--- src/rtl/wb2arbiter_pkg.sv ---
// Shared types and default constants for the Wishbone-to-arbiter request bridge.
package wb2arbiter_pkg;

  typedef enum logic [1:0] {
    ST_IDLE  = 2'd0,
    ST_REQ   = 2'd1,
    ST_RSP   = 2'd2,
    ST_DRAIN = 2'd3
  } state_e;

  localparam logic [31:0] DEF_BASE_ADDR    = 32'h3800_0000;
  localparam logic [31:0] DEF_BASE_MASK    = 32'hFF80_0000;
  localparam logic [31:0] DEF_TIMEOUT_DATA = 32'hDEAD_BEEF;

  // A disabled timeout (0 cycles) still needs a 1-bit counter to stay legal.
  function automatic int timer_width(input int cyc);
    return (cyc == 0) ? 1 : $clog2(cyc + 1);
  endfunction

endpackage

--- src/rtl/wb2arbiter_timer.sv ---
// Saturating cycle counter with synchronous clear, enable and a single-cycle expire flag at LIMIT-1.
module wb2arbiter_timer #(
  parameter int LIMIT = 1024,
  parameter int CNT_W = 11
) (
  input  logic             clk,
  input  logic             rst_n,
  input  logic             clr,
  input  logic             en,
  output logic [CNT_W-1:0] cnt,
  output logic             expire
);

  localparam logic [CNT_W-1:0] LIM_MAX = CNT_W'(LIMIT);
  localparam logic [CNT_W-1:0] LIM_M1  = CNT_W'((LIMIT == 0) ? 0 : LIMIT - 1);
  localparam logic             LIM_ON  = (LIMIT != 0);

  always_ff @(posedge clk or negedge rst_n) begin
    if (!rst_n) begin
      cnt <= '0;
    end else if (clr) begin
      cnt <= '0;
    end else if (en && LIM_ON && (cnt != LIM_MAX)) begin
      cnt <= cnt + 1'b1;
    end
  end

  assign expire = en && LIM_ON && (cnt == LIM_M1);

endmodule

--- src/rtl/wb2arbiter_reg.sv ---
// Registered Wishbone slave that forwards one access at a time to an arbiter request port,
// with byte enables, a request timeout and draining of abandoned cycles.
module wb2arbiter_reg
  import wb2arbiter_pkg::*;
#(
  parameter int                ADDR_W       = 23,
  parameter int                DATA_W       = 32,
  parameter logic [31:0]       BASE_ADDR    = DEF_BASE_ADDR,
  parameter logic [31:0]       BASE_MASK    = DEF_BASE_MASK,
  parameter int                TIMEOUT_CYC  = 1024,
  parameter logic [DATA_W-1:0] TIMEOUT_DATA = DEF_TIMEOUT_DATA
) (
  input  logic                wb_clk_i,
  input  logic                wb_rst_n_i,
  input  logic                wbs_stb_i,
  input  logic                wbs_cyc_i,
  input  logic                wbs_we_i,
  input  logic [DATA_W/8-1:0] wbs_sel_i,
  input  logic [DATA_W-1:0]   wbs_dat_i,
  input  logic [31:0]         wbs_adr_i,
  output logic                wbs_ack_o,
  output logic [DATA_W-1:0]   wbs_dat_o,
  output logic                cpu_req_valid,
  output logic [ADDR_W-1:0]   cpu_req_addr,
  output logic                cpu_req_rw,
  output logic [DATA_W-1:0]   cpu_req_wdata,
  output logic [DATA_W/8-1:0] cpu_req_be,
  input  logic                cpu_req_ack,
  input  logic [DATA_W-1:0]   cpu_rsp_rdata,
  output logic                busy_o,
  output logic                timeout_o,
  input  logic                timeout_clr_i
);

  localparam int TMR_W = timer_width(TIMEOUT_CYC);

  function automatic logic window_hit(input logic [31:0] adr);
    return (adr & BASE_MASK) == BASE_ADDR;
  endfunction

  state_e            state, state_n;
  logic              ld_req;
  logic              ld_rsp;
  logic [DATA_W-1:0] rsp_data;
  logic              set_to;
  logic              tmr_clr;
  logic              tmr_en;
  logic              tmr_expire;
  logic [TMR_W-1:0]  tmr_cnt;

  wb2arbiter_timer #(
    .LIMIT (TIMEOUT_CYC),
    .CNT_W (TMR_W)
  ) u_timer (
    .clk    (wb_clk_i),
    .rst_n  (wb_rst_n_i),
    .clr    (tmr_clr),
    .en     (tmr_en),
    .cnt    (tmr_cnt),
    .expire (tmr_expire)
  );

  assign tmr_en = (state == ST_REQ) || (state == ST_DRAIN);

  always_ff @(posedge wb_clk_i or negedge wb_rst_n_i) begin
    if (!wb_rst_n_i) begin
      state <= ST_IDLE;
    end else begin
      state <= state_n;
    end
  end

  // Precedence in REQ: arbiter ack, then master abandoning the cycle, then timeout.
  always_comb begin
    state_n  = state;
    ld_req   = 1'b0;
    ld_rsp   = 1'b0;
    rsp_data = '0;
    set_to   = 1'b0;
    tmr_clr  = 1'b0;
    case (state)
      ST_IDLE: begin
        if (wbs_stb_i && wbs_cyc_i && window_hit(wbs_adr_i)) begin
          ld_req  = 1'b1;
          tmr_clr = 1'b1;
          state_n = ST_REQ;
        end
      end
      ST_REQ: begin
        if (cpu_req_ack) begin
          ld_rsp   = 1'b1;
          rsp_data = cpu_req_rw ? '0 : cpu_rsp_rdata;
          state_n  = ST_RSP;
        end else if (!wbs_cyc_i) begin
          state_n = ST_DRAIN;
        end else if (tmr_expire) begin
          ld_rsp   = 1'b1;
          rsp_data = TIMEOUT_DATA;
          set_to   = 1'b1;
          state_n  = ST_RSP;
        end
      end
      ST_RSP: begin
        state_n = ST_IDLE;
      end
      ST_DRAIN: begin
        if (cpu_req_ack) begin
          state_n = ST_IDLE;
        end else if (tmr_expire) begin
          set_to  = 1'b1;
          state_n = ST_IDLE;
        end
      end
      default: begin
        state_n = ST_IDLE;
      end
    endcase
  end

  always_ff @(posedge wb_clk_i or negedge wb_rst_n_i) begin
    if (!wb_rst_n_i) begin
      cpu_req_addr  <= '0;
      cpu_req_rw    <= 1'b0;
      cpu_req_wdata <= '0;
      cpu_req_be    <= '0;
    end else if (ld_req) begin
      cpu_req_addr  <= wbs_adr_i[ADDR_W-1:0];
      cpu_req_rw    <= wbs_we_i;
      cpu_req_wdata <= wbs_dat_i;
      cpu_req_be    <= wbs_sel_i;
    end
  end

  always_ff @(posedge wb_clk_i or negedge wb_rst_n_i) begin
    if (!wb_rst_n_i) begin
      wbs_dat_o <= '0;
    end else if (ld_rsp) begin
      wbs_dat_o <= rsp_data;
    end
  end

  // Set has priority so a timeout coinciding with a clear is never lost.
  always_ff @(posedge wb_clk_i or negedge wb_rst_n_i) begin
    if (!wb_rst_n_i) begin
      timeout_o <= 1'b0;
    end else if (set_to) begin
      timeout_o <= 1'b1;
    end else if (timeout_clr_i) begin
      timeout_o <= 1'b0;
    end
  end

  assign cpu_req_valid = (state == ST_REQ) || (state == ST_DRAIN);
  assign wbs_ack_o     = (state == ST_RSP);
  assign busy_o        = (state != ST_IDLE);

endmodule

--- config.mk ---
export PLATFORM = sky130hd
export DESIGN_NAME = wb2arbiter_reg
export DESIGN_NICKNAME = d
export VERILOG_FILES = /design/src/rtl/wb2arbiter_pkg.sv /design/src/rtl/wb2arbiter_timer.sv /design/src/rtl/wb2arbiter_reg.sv
export SDC_FILE = /design/constraint.sdc
export NUM_CORES = 1
export LEC_CHECK = 0
export ABC_AREA = 1
export BUFFER_PORTS_ARGS = -buffer_cell sky130_fd_sc_hd__clkbuf_2
export CELL_PAD_IN_SITES_DETAIL_PLACEMENT = 0
export CELL_PAD_IN_SITES_GLOBAL_PLACEMENT = 1
export CORE_UTILIZATION = 37
export CTS_CLUSTER_DIAMETER = 50
export DETAILED_ROUTE_END_ITERATION = 10
export PLACE_DENSITY_LB_ADDON = 0.1
export RECOVER_POWER = 50
export SYNTH_ARGS = -nofsm -noshare
export SYNTH_HDL_FRONTEND = slang
export SYNTH_SLANG_ARGS = --single-unit
--- constraint.sdc ---
create_clock -name wb_clk_i -period 4.9 [get_ports wb_clk_i]
set_input_delay 0.245 -clock wb_clk_i [delete_from_list [all_inputs] [get_ports wb_clk_i]]
set_output_delay 0.245 -clock wb_clk_i [all_outputs]
set_load 0.005 [all_outputs]
==> results of run 1 <==
[repair_timing]
item	4_1_cts	5_1_grt
hold endpoints to repair	46	0
hold buffers	1	0
endpoints found under the setup margin	0	0
[sequential cells by signal (all words and copies together) (netlist names)]
signal	cells
cpu_req_wdata	32
wbs_dat_o	32
cpu_req_addr	23
u_timer.cnt	11
cpu_req_be	4
state	2
cpu_req_rw	1
timeout_o	1
[routing by layer]
metal | vias up | GRT usage (%) | wire length [um]
met3 | 11 | 6.90 | 1090
met4 | 0 | 7.59 | 193
li1 | 2210 | - | -
met5 | - | 0 | 0
met2 | 144 | 31.4 | 6240
met1 | 2053 | 23.8 | 5620
[area by class of cell]
type | instances | area (um2) | area share [%]
clock buffers | 12 | 236 | 3.85
repair buffers | 207 | 947 | 15.4
clock inverters | 4 | 28.8 | 0.469
inverters | 51 | 191 | 3.12
flip-flops and latches | 106 | 2650 | 43.2
multi-input cells | 389 | 1870 | 30.5
well taps | 172 | 215 | 3.50
[cell usage in the layout (no fill, tap or decap), types with 3 or more instances in the layout]
cell type | synthesis | routed
nand2_1 | 184 | 184
clkbuf_2 | 0 | 122
dfrtp_1 | 106 | 106
nand3_1 | 99 | 100
clkbuf_1 | 20 | 83
inv_1 | 41 | 41
nor2_1 | 26 | 27
a21oi_1 | 25 | 25
nand3b_1 | 12 | 12
inv_2 | 9 | 9
o21bai_1 | 9 | 9
clkbuf_16 | 0 | 9
o21bai_2 | 7 | 7
nand4_1 | 4 | 4
o21ai_0 | 3 | 3
xor2_1 | 3 | 3
buf_4 | 2 | 3
[metrics by stage]
step	hold slack (ns)	worst slack (ns)	util, %	cell area [um2]
after detailed placement	0.294	2.29	46.9	5990
after floorplan	-0.0506	3.32	-	4910
after global placement	0.294	2.32	46.9	5990
after CTS	0.0855	2.29	49.1	6270
final	0.100	1.73	48.1	6140
after global routing	0.0930	1.17	48.1	6140
[power by group]
part,internal [mW],switching (mW)
Combinational,0.251,0.420
Clock,0.345,0.315
Sequential,1.01,0.0993
Total,1.61,0.835
[kinds of logic (layout without fill, tap and decap cells)]
kind of cell / Yosys count / after routing
simple gates: 335 / 335
flops: 106 / 106
fa+ha+maj: 2 / 2
xor+xnor: 5 / 5
buf+inv: 83 / 274
compound gates: 47 / 47
[worst max path at each step]
| stage | startpoint | end | slack (ns) | cells past startpoint |
|---|---|---|---|---|
| 2_1_floorplan | u_timer.cnt[0] | wbs_dat_o[3] | 3.32 | 11 |
| 3_3_place_gp | u_timer.cnt[0] | u_timer.cnt[3] | 2.32 | 7 |
| 3_5_place_dp | u_timer.cnt[0] | u_timer.cnt[0] | 2.29 | 7 |
| 4_1_cts | u_timer.cnt[0] | u_timer.cnt[3] | 2.29 | 7 |
| 5_1_grt | wb_rst_n_i | cpu_req_wdata[13] | 1.17 | 3 |
| 6_report | state[0] | cpu_req_wdata[6] | 1.73 | 5 |
==> run metrics, run 1 <==
status finished with violations; violated checks capacitance limit, slew limit; vias in the first global route 4214; CP Launch Type flip-flop; final setup vio count 0; hold depth 2; Die X around 120 um; total power 2.44 mW; final cycle utilization of the critical path 64.8%; max-slew violations 108; crit path DAT 3.46 ns; Area contributors post-synth dfrtp_1 (54%), nand2_1 (14%), nand3_1 (10%); Overall Global Routing Usage between 10% and 20%; main combinational cell family by area after synthesis simple AND/OR/NAND/NOR gates; Leakage 3.41 nW; Top FF cell, synth dfrtp_1; Seq/Total Area, Yosys between 50 and 60%; reg-to-reg slack, setup 1.73 ns; type of element capturing the critical path flip-flop; CP max stage delay 1.88 ns; RSZ-0062 raised after global routing no; wire per inst around 14 um; Inst Count DP 924; clk_skew 0.00667 ns; Max Clk Rate 0.315 GHz; post-synthesis simple-gate area fraction 30.7%; Worst R2R Start state[0]; most frequent cell after synthesis nand2_1; post_cts resized 0; CTS sink cnt 106; DR vias/cell 4.70; asr flop ratio synth 100%; CTS tree built; final hold viol count 0; crit path max fanout 59; XOR/XNOR share of the synthesized area less than 1%; diode count 0; Top cell by count, worst path nand2_1; CP Buf/Inv Count 1; Rows 41; Die Y 117 um; Final min period 3.17 ns; syn avg cell area 8.49 um2; Max Cap Viol 2; final wirelength 13.1 mm; later-pin clock latency in the skew report 0.35 ns; Fill cells 1332; H-tree depth 3; mux contribution to synthesized area 0%; class of the worst hold path input port to flip-flop; postcts setup bufs 0; Post-synth EDFFs 0; max_slew headroom -72.5%; top cell type's share of synthesized area between 50% and 60%; Synth Register Bits between 100 and 150; Vias approximately 4400; Post-Syn Nets 687; largest net degree at the start of global routing 64; VDD IR max 0.182 mV; NumNets Final between 800 and 900; crit path cell chain nor2_4 -> nand4_1 -> clkbuf_1 -> nand2_1 -> nand2_1; dominant cell type by area after synthesis dfrtp_1; delay-heaviest family, CP buffers and inverters; first-pass GRT wire length 20.2 mm; Distinct cells, synth 32; IO Pins 203; IO buf count 202; worst hold start timeout_clr_i; Final ANT Viol Nets 0; reg2reg path depth 5; Compound-Gate Fraction of Synth Area 6.30%; synth warn 0; Area Growth Syn to Fin 25.2%; Least-Margin Pin Slew between 2 and 3 ns; DRT iter0 DRCs 200; commonest cells in the netlist nand2_1 (184), dfrtp_1 (106), nand3_1 (99), inv_1 (41), nor2_1 (26); grt total ovfl 0; Hold Crit Endpoint timeout_o; core outline area 12800 um2; Clock Path Buffers 2; layout cells sized above 1 21.2%; Root Buffer clkbuf_16; Post-Syn Area 4910 um2; setup tns final 0 ns; TritonCTS Buffers 9; initial core utilization 38.4%; 1st-pass router iterations 4; Post-Synth Adder-Cell Area 0.510%; CP Class flip-flop to flip-flop; initial antenna violation count 0; die area 13700 um2; Post-Layout Cell Count 941; GPL Wtd Cong 0.823; Pwr Density about 400 nW/um2; Worst Path Required 5.18 ns; Critical-path top delay cell clkbuf_1; DRC Markers 0; cells after synthesis approximately 580; reg2reg end cpu_req_wdata[6]; Reg clk slew, reported paths 0.07 ns; Detail Placement HPWL 9.28 mm
No activity file was read; power rests on OpenSTA's default activity.
==> inputs of run 2 (changes only) <==
ABC_AREA = 0   (was 1)
CORE_UTILIZATION = 34   (was 37)
clock period = 3.15 ns   (was 4.9 ns; I/O delays follow)
==> run 2 against run 1 <==
  * The flow still finishes with violations (capacitance limit, slew limit)
  * Clock skew rose by 0.0012 ns
  * Global-route usage fell by 1.3 points
  * Area after synthesis fell by 11%
  * Critical endpoint is now wbs_dat_o[31]
  * Largest cell class unchanged
==> run metrics, run 2 <==
status finished with violations; violated checks capacitance limit, slew limit; type of element capturing the critical path flip-flop; Post-Syn Nets 549; H-tree depth 3; Critical-path top delay cell or4_4; Worst Path Required 3.43 ns; Die X roughly 120 um; reg-to-reg slack, setup 0.73 ns; largest net degree at the start of global routing 66; placed cell area 5550 um2; syn avg cell area a little under 10 um2; VDD IR max 0.235 mV; max-slew violations 65; Top FF cell, synth dfrtp_1; dominant cell type by area after synthesis dfrtp_1; reg2reg path depth 5; Clock Path Buffers 2; Leakage around 3.2 nW; Max Clk Rate just over 0.4 GHz; cells after synthesis 440; final hold viol count 0; die area 13300 um2; DRC Markers 0; worst hold start wbs_dat_i[17]; TritonCTS Buffers 9; XOR/XNOR share of the synthesized area ~1.6%; IO buf count 202; Seq/Total Area, Yosys 61.0%; Area contributors post-synth dfrtp_1 (61%), nand2_1 (16%), o22a_1 (4.2%); clk_skew a little under 0.008 ns; Detail Placement HPWL between 8 and 9 mm; final cycle utilization of the critical path 76.7%; vias in the first global route 3811; setup tns final 0 ns; Post-synth EDFFs 0; max_slew headroom -13.1%; Final ANT Viol Nets 0; Die Y approximately 120 um; WHS between 0.01 and 0.015 ns; 1st-pass router iterations 4; NumNets Final roughly 800; Post-Synth Adder-Cell Area 0.575%; mux contribution to synthesized area 0.230%; Root Buffer clkbuf_16; class of the worst hold path input port to flip-flop; wire per inst approximately 14 um; Final min period 2.42 ns; Hold Crit Endpoint cpu_req_wdata[17]; CP Buf/Inv Count 1; Largest regs cpu_req_wdata: 32 flops, wbs_dat_o: 32 flops, cpu_req_addr: 23 flops; Distinct cells, synth 37; most frequent cells in the layout nand2_1 (186), clkbuf_2 (142), dfrtp_1 (106), clkbuf_1 (61), dlygate4sd3_1 (31); initial antenna violation count 0; reg2reg end wbs_dat_o[31]; Reg clk slew, reported paths approximately 0.070 ns; most frequent cell after synthesis nand2_1; post-synthesis simple-gate area fraction about 25%; Synth Register Bits 106; Max Cap Viol 1; Pwr Density 547 nW/um2; most common cell after layout, fill and taps aside nand2_1; design area 6110 um2; CP max stage delay 0.60 ns; later-pin clock latency in the skew report about 0.35 ns; DRT iter0 DRCs 147; final wirelength 11.5 mm; Post-Syn Area 4350 um2; Least-Margin Pin Slew 1.70 ns; crit path DAT 2.69 ns; delay-heaviest family, CP simple AND/OR/NAND/NOR gates; Compound-Gate Fraction of Synth Area around 8.6%; Worst R2R Start state[0]; Vias between 3000 and 4000; core outline area ~12000 um2; commonest cells in the netlist nand2_1 (186), dfrtp_1 (106), nor2b_1 (25), o22a_1 (21), clkbuf_1 (18); layout cells sized above 1 25.6%; asr flop ratio synth 100%; initial core utilization 35.5%; final setup vio count 0; hold depth 3; CP Class flip-flop to flip-flop; Overall Global Routing Usage a little under a fifth; Area Growth Syn to Fin 40.4%; crit path cell chain nand2_1 -> or4_4 -> o31ai_4 -> buf_4 -> o22a_1; Rows 40; diode count 0; CTS sink cnt 106; main combinational cell family by area after synthesis simple AND/OR/NAND/NOR gates; GPL Wtd Cong 0.722; top cell type's share of synthesized area 61.0%; DR vias/cell 4.56; RSZ-0062 raised after global routing no; IO Pins 203; crit path max fanout 15; CP Launch Type flip-flop; synth warn 0; first-pass GRT wire length 18.5 mm; CTS tree built; grt total ovfl 0
run 2: cell types whose count changed after synthesis, sizes merged, moves of 3 or more:
cell / before / now
nor2: 30 / 11
o21bai: 16 / 0
nor3: 2 / 5
nor2b: 0 / 25
nand3b: 12 / 1
a22o: 0 / 9
o22a: 0 / 24
buf: 12 / 4
xnor2: 2 / 5
nor4: 0 / 3
nand3: 100 / 5
inv: 50 / 6
a21oi: 26 / 1
run 2: timing repair:
item / in CTS / in global routing
hold endpoints to repair: 94 / 0
hold buffers: 31 / 0
gates resized for setup: 0 / 0
buffers inserted: 0 / 0
endpoints found under the setup margin: 0 / 0
run 2: stage by stage:
stage	utilization [%]	setup slack (ns)	total power [mW]	std cells
floorplan	-	1.22	1.86	440
global placement	45.2	0.840	2.12	794
detailed placement	45.2	0.746	2.13	794
CTS	50.5	0.722	3.42	841
global route	49.8	0.601	3.51	841
finish	49.8	0.734	3.34	841
run 2: tightest hold or removal path, stage by stage:
cell and delay, ns:
clkbuf_2 0.08, nand2_1 0.04, nand2_1 0.05
run 2: worst max-delay path by stage:
stage,startpoint,endpoint,slack [ns],cells past startpoint
finish,state[0],wbs_dat_o[31],0.73,5
global route,state[0],wbs_dat_o[31],0.60,5
detailed placement,state[0],wbs_dat_o[31],0.75,5
global placement,state[0],wbs_dat_o[30],0.84,5
floorplan,u_timer.cnt[0],wbs_dat_o[14],1.22,5
CTS,state[0],wbs_dat_o[31],0.72,5
run 2: routing by layer:
metal / global-route usage, % / wire, um / vias to the layer above
met2: 31.0 / 5670 / 119
met3: 6.75 / 830 / 11
met1: 21.1 / 4800 / 1819
met5: 0 / 0 / -
met4: 5.63 / 166 / 0
li1: - / - / 1882
run 2: kinds of logic after synthesis:
kind of cell	after synthesis
AO/OA/AOI/OAI	42
XOR/XNOR	8
adder cells (fa/ha/maj)	2
buffers and inverters	28
flip-flops	106
multiplexers	1
AND/OR/NAND/NOR	253
run 2: cell type report:
type	instances	area (um2)
flip-flops and latches	106	2650
fillers	1242	6150
inverters	6	22.5
repair buffers	239	1320
clock buffers	12	256
multi-input cells	306	1580
clock inverters	4	73.8
well taps	168	210
run 2: report_power, final:
group	internal (mW)	switching (mW)	total, mW
sequential	1.51	0.114	1.63
clock	0.741	0.495	1.24
combinational	0.273	0.208	0.481
total	2.53	0.816	3.34
==> inputs of run 3 (changes only) <==
ABC_AREA = 1   (was 0)
clock period = 2.4 ns   (was 3.15 ns; I/O delays follow)
==> run 3 against run 2 <==
  * Critical path type unchanged
  * Via count is 20% higher
  * Critical path depth is 5 higher
  * Clock skew is 0.00091 ns lower
  * The flow now finishes without violations
  * Sequential share of layout area is 3.8 points lower
  * Cell count is 19% higher
==> run metrics, run 3 (same netlist as run 1, synthesis figures left out) <==
status completed; Final ANT Viol Nets 0; sequential power share 44.0%; Comb pwr share 28.7%; CTS tree built; Rows 43; Reg clk slew, reported paths 0.07 ns; Least-Margin Pin Slew 1.23 ns; CTS sink cnt 106; core outline area between 10000 and 15000 um2; Final min period 2.00 ns; clk_skew between 0.006 and 0.007 ns; Area Growth Syn to Fin 36.5%; Die Y 122 um; class of the worst hold path input port to flip-flop; initial antenna violation count 0; Largest regs cpu_req_wdata: 32 flops, wbs_dat_o: 32 flops, cpu_req_addr: 23 flops; Post-Layout Cell Count ~1000; IO Pins 203; largest net degree at the start of global routing 60; Max Clk Rate ~0.50 GHz; die area 14900 um2; Critical-path top delay cell dfrtp_1; Detail Placement HPWL just under 10 mm; Inst Count DP 938; clock power share 27.3%; max-slew violations 0; final hold viol count 0; Leakage around 3.7 nW; setup tns final 0 ns; type of element capturing the critical path flip-flop; DRT iter0 DRCs 239; Clock Path Buffers 2; total power 5.19 mW; first-pass GRT wire length between 20 and 25 mm; Multi-input gate area 1890 um2; later-pin clock latency in the skew report between 0.3 and 0.4 ns; register area 2650 um2; crit path cell chain ha_1 -> inv_1 -> nor2_4 -> nand2_1 -> inv_1 -> nand3_4 -> nand2_4 -> nand2_1 -> nand2_1 -> inv_1; layout cells sized above 1 23.6%; DRC Markers 0; final setup vio count 0; crit path DAT 2.25 ns; Max Cap Viol 0; CP max stage delay 0.43 ns; vias in the first global route 4431; CP Launch Type flip-flop; P_sw approximately 1.8 mW; Pwr Density around 780 nW/um2; switching share of power 34.2%; Cell Int Power 3.42 mW; Vias about 4600; most common cell after layout, fill and taps aside nand2_1; crit path max fanout 24; Worst Path Required 2.64 ns; IO buf count 202; GPL Wtd Cong 0.767; Root Buffer clkbuf_16; diode count 0; final cycle utilization of the critical path 83.5%; VDD IR max 0.357 mV; H-tree depth 3; Overall Global Routing Usage 19.3%; Die X ~120 um; DR vias/cell about 4.6; max_slew headroom approximately 18%; grt total ovfl 0; wire per inst 14.0 um; 1st-pass router iterations 4; most frequent cells in the layout nand2_1 (184), clkbuf_2 (142), dfrtp_1 (106), nand3_1 (99), clkbuf_1 (59); postcts setup bufs 0; TritonCTS Buffers 9; final wirelength 14.0 mm; initial core utilization 35.1%; CP Class flip-flop to flip-flop; Fill cells around 1500; NumNets Final 922; RSZ-0062 raised after global routing no
run 3: cell types whose count changed in the layout (fill, tap and decap cells not counted), moves of 5 or more:
cell	before	now
nand3b_1	1	12
nor2_1	11	26
o21bai_1	0	9
nor3_1	5	0
a21oi_1	1	25
dlygate4sd3_1	31	44
nor2b_1	25	0
inv_1	6	41
inv_2	0	9
nand3_1	4	99
o22a_1	21	0
o21bai_2	0	7
a22o_1	9	0
run 3: repair_timing:
item | in CTS | in global routing
gates resized for setup | 0 | 0
hold buffers | 42 | 2
hold endpoints to repair | 83 | 2
run 3: final timing paths:
check                      slack [ns]                 to             start  cells past startpoint
min reg2reg                      0.47   cpu_req_addr[22]  cpu_req_addr[22]                      2
min in group asynchronous        0.57      wbs_dat_o[21]        wb_rst_n_i                      2
max reg2reg                      0.40       wbs_dat_o[5]    u_timer.cnt[0]                     10
min                             0.005  cpu_req_wdata[25]     wbs_dat_i[25]                      3
max                              0.40       wbs_dat_o[5]    u_timer.cnt[0]                     10
max in group asynchronous        0.71  cpu_req_wdata[13]        wb_rst_n_i                      3
run 3: power by group through the flow:
stage	Sequential, mW	Combinational [mW]	Clock (mW)
after global placement	2.31	1.45	0
final	2.29	1.49	1.42
after global routing	2.32	1.70	1.53
after CTS	2.29	1.55	1.45
after detailed placement	2.32	1.49	0
after floorplan	2.30	0.900	0
run 3: stage by stage:
step	setup slack [ns]	hold slack (ns)	util, %	cell area [um2]
floorplan	0.822	-0.176	-	4910
CTS	0.393	0.000111	48.3	6760
global route	0.201	0.00966	47.9	6700
global placement	0.503	0.188	43.3	6060
detailed placement	0.393	0.186	43.3	6060
finish	0.396	0.00511	47.9	6700
run 3: final cells by class:
type | instances | area share, %
Clock buffer | 10 | 3.57
Clock inverter | 6 | 0.598
Inverter | 51 | 2.86
Multi-Input combinational cell | 389 | 28.2
Sequential cell | 106 | 39.6
Tap cell | 180 | 3.36
Timing Repair Buffer | 256 | 21.8
run 3: metal layers:
layer	track usage [%]	routed length (um)	vias to the layer above
li1	-	-	2308
met4	5.11	155	0
met5	0	0	-
met2	30.5	6620	153
met3	5.99	1080	11
met1	25.4	6160	2117
run 3: critical path, delay by kind of cell (launching register included):
| family | cells | cell delay (ns) |
|---|---|---|
| and+or+nand+nor | 6 | 0.95 |
| DFF | 1 | 0.43 |
| adders and majority gates | 1 | 0.28 |
| buffers and inverters | 3 | 0.25 |
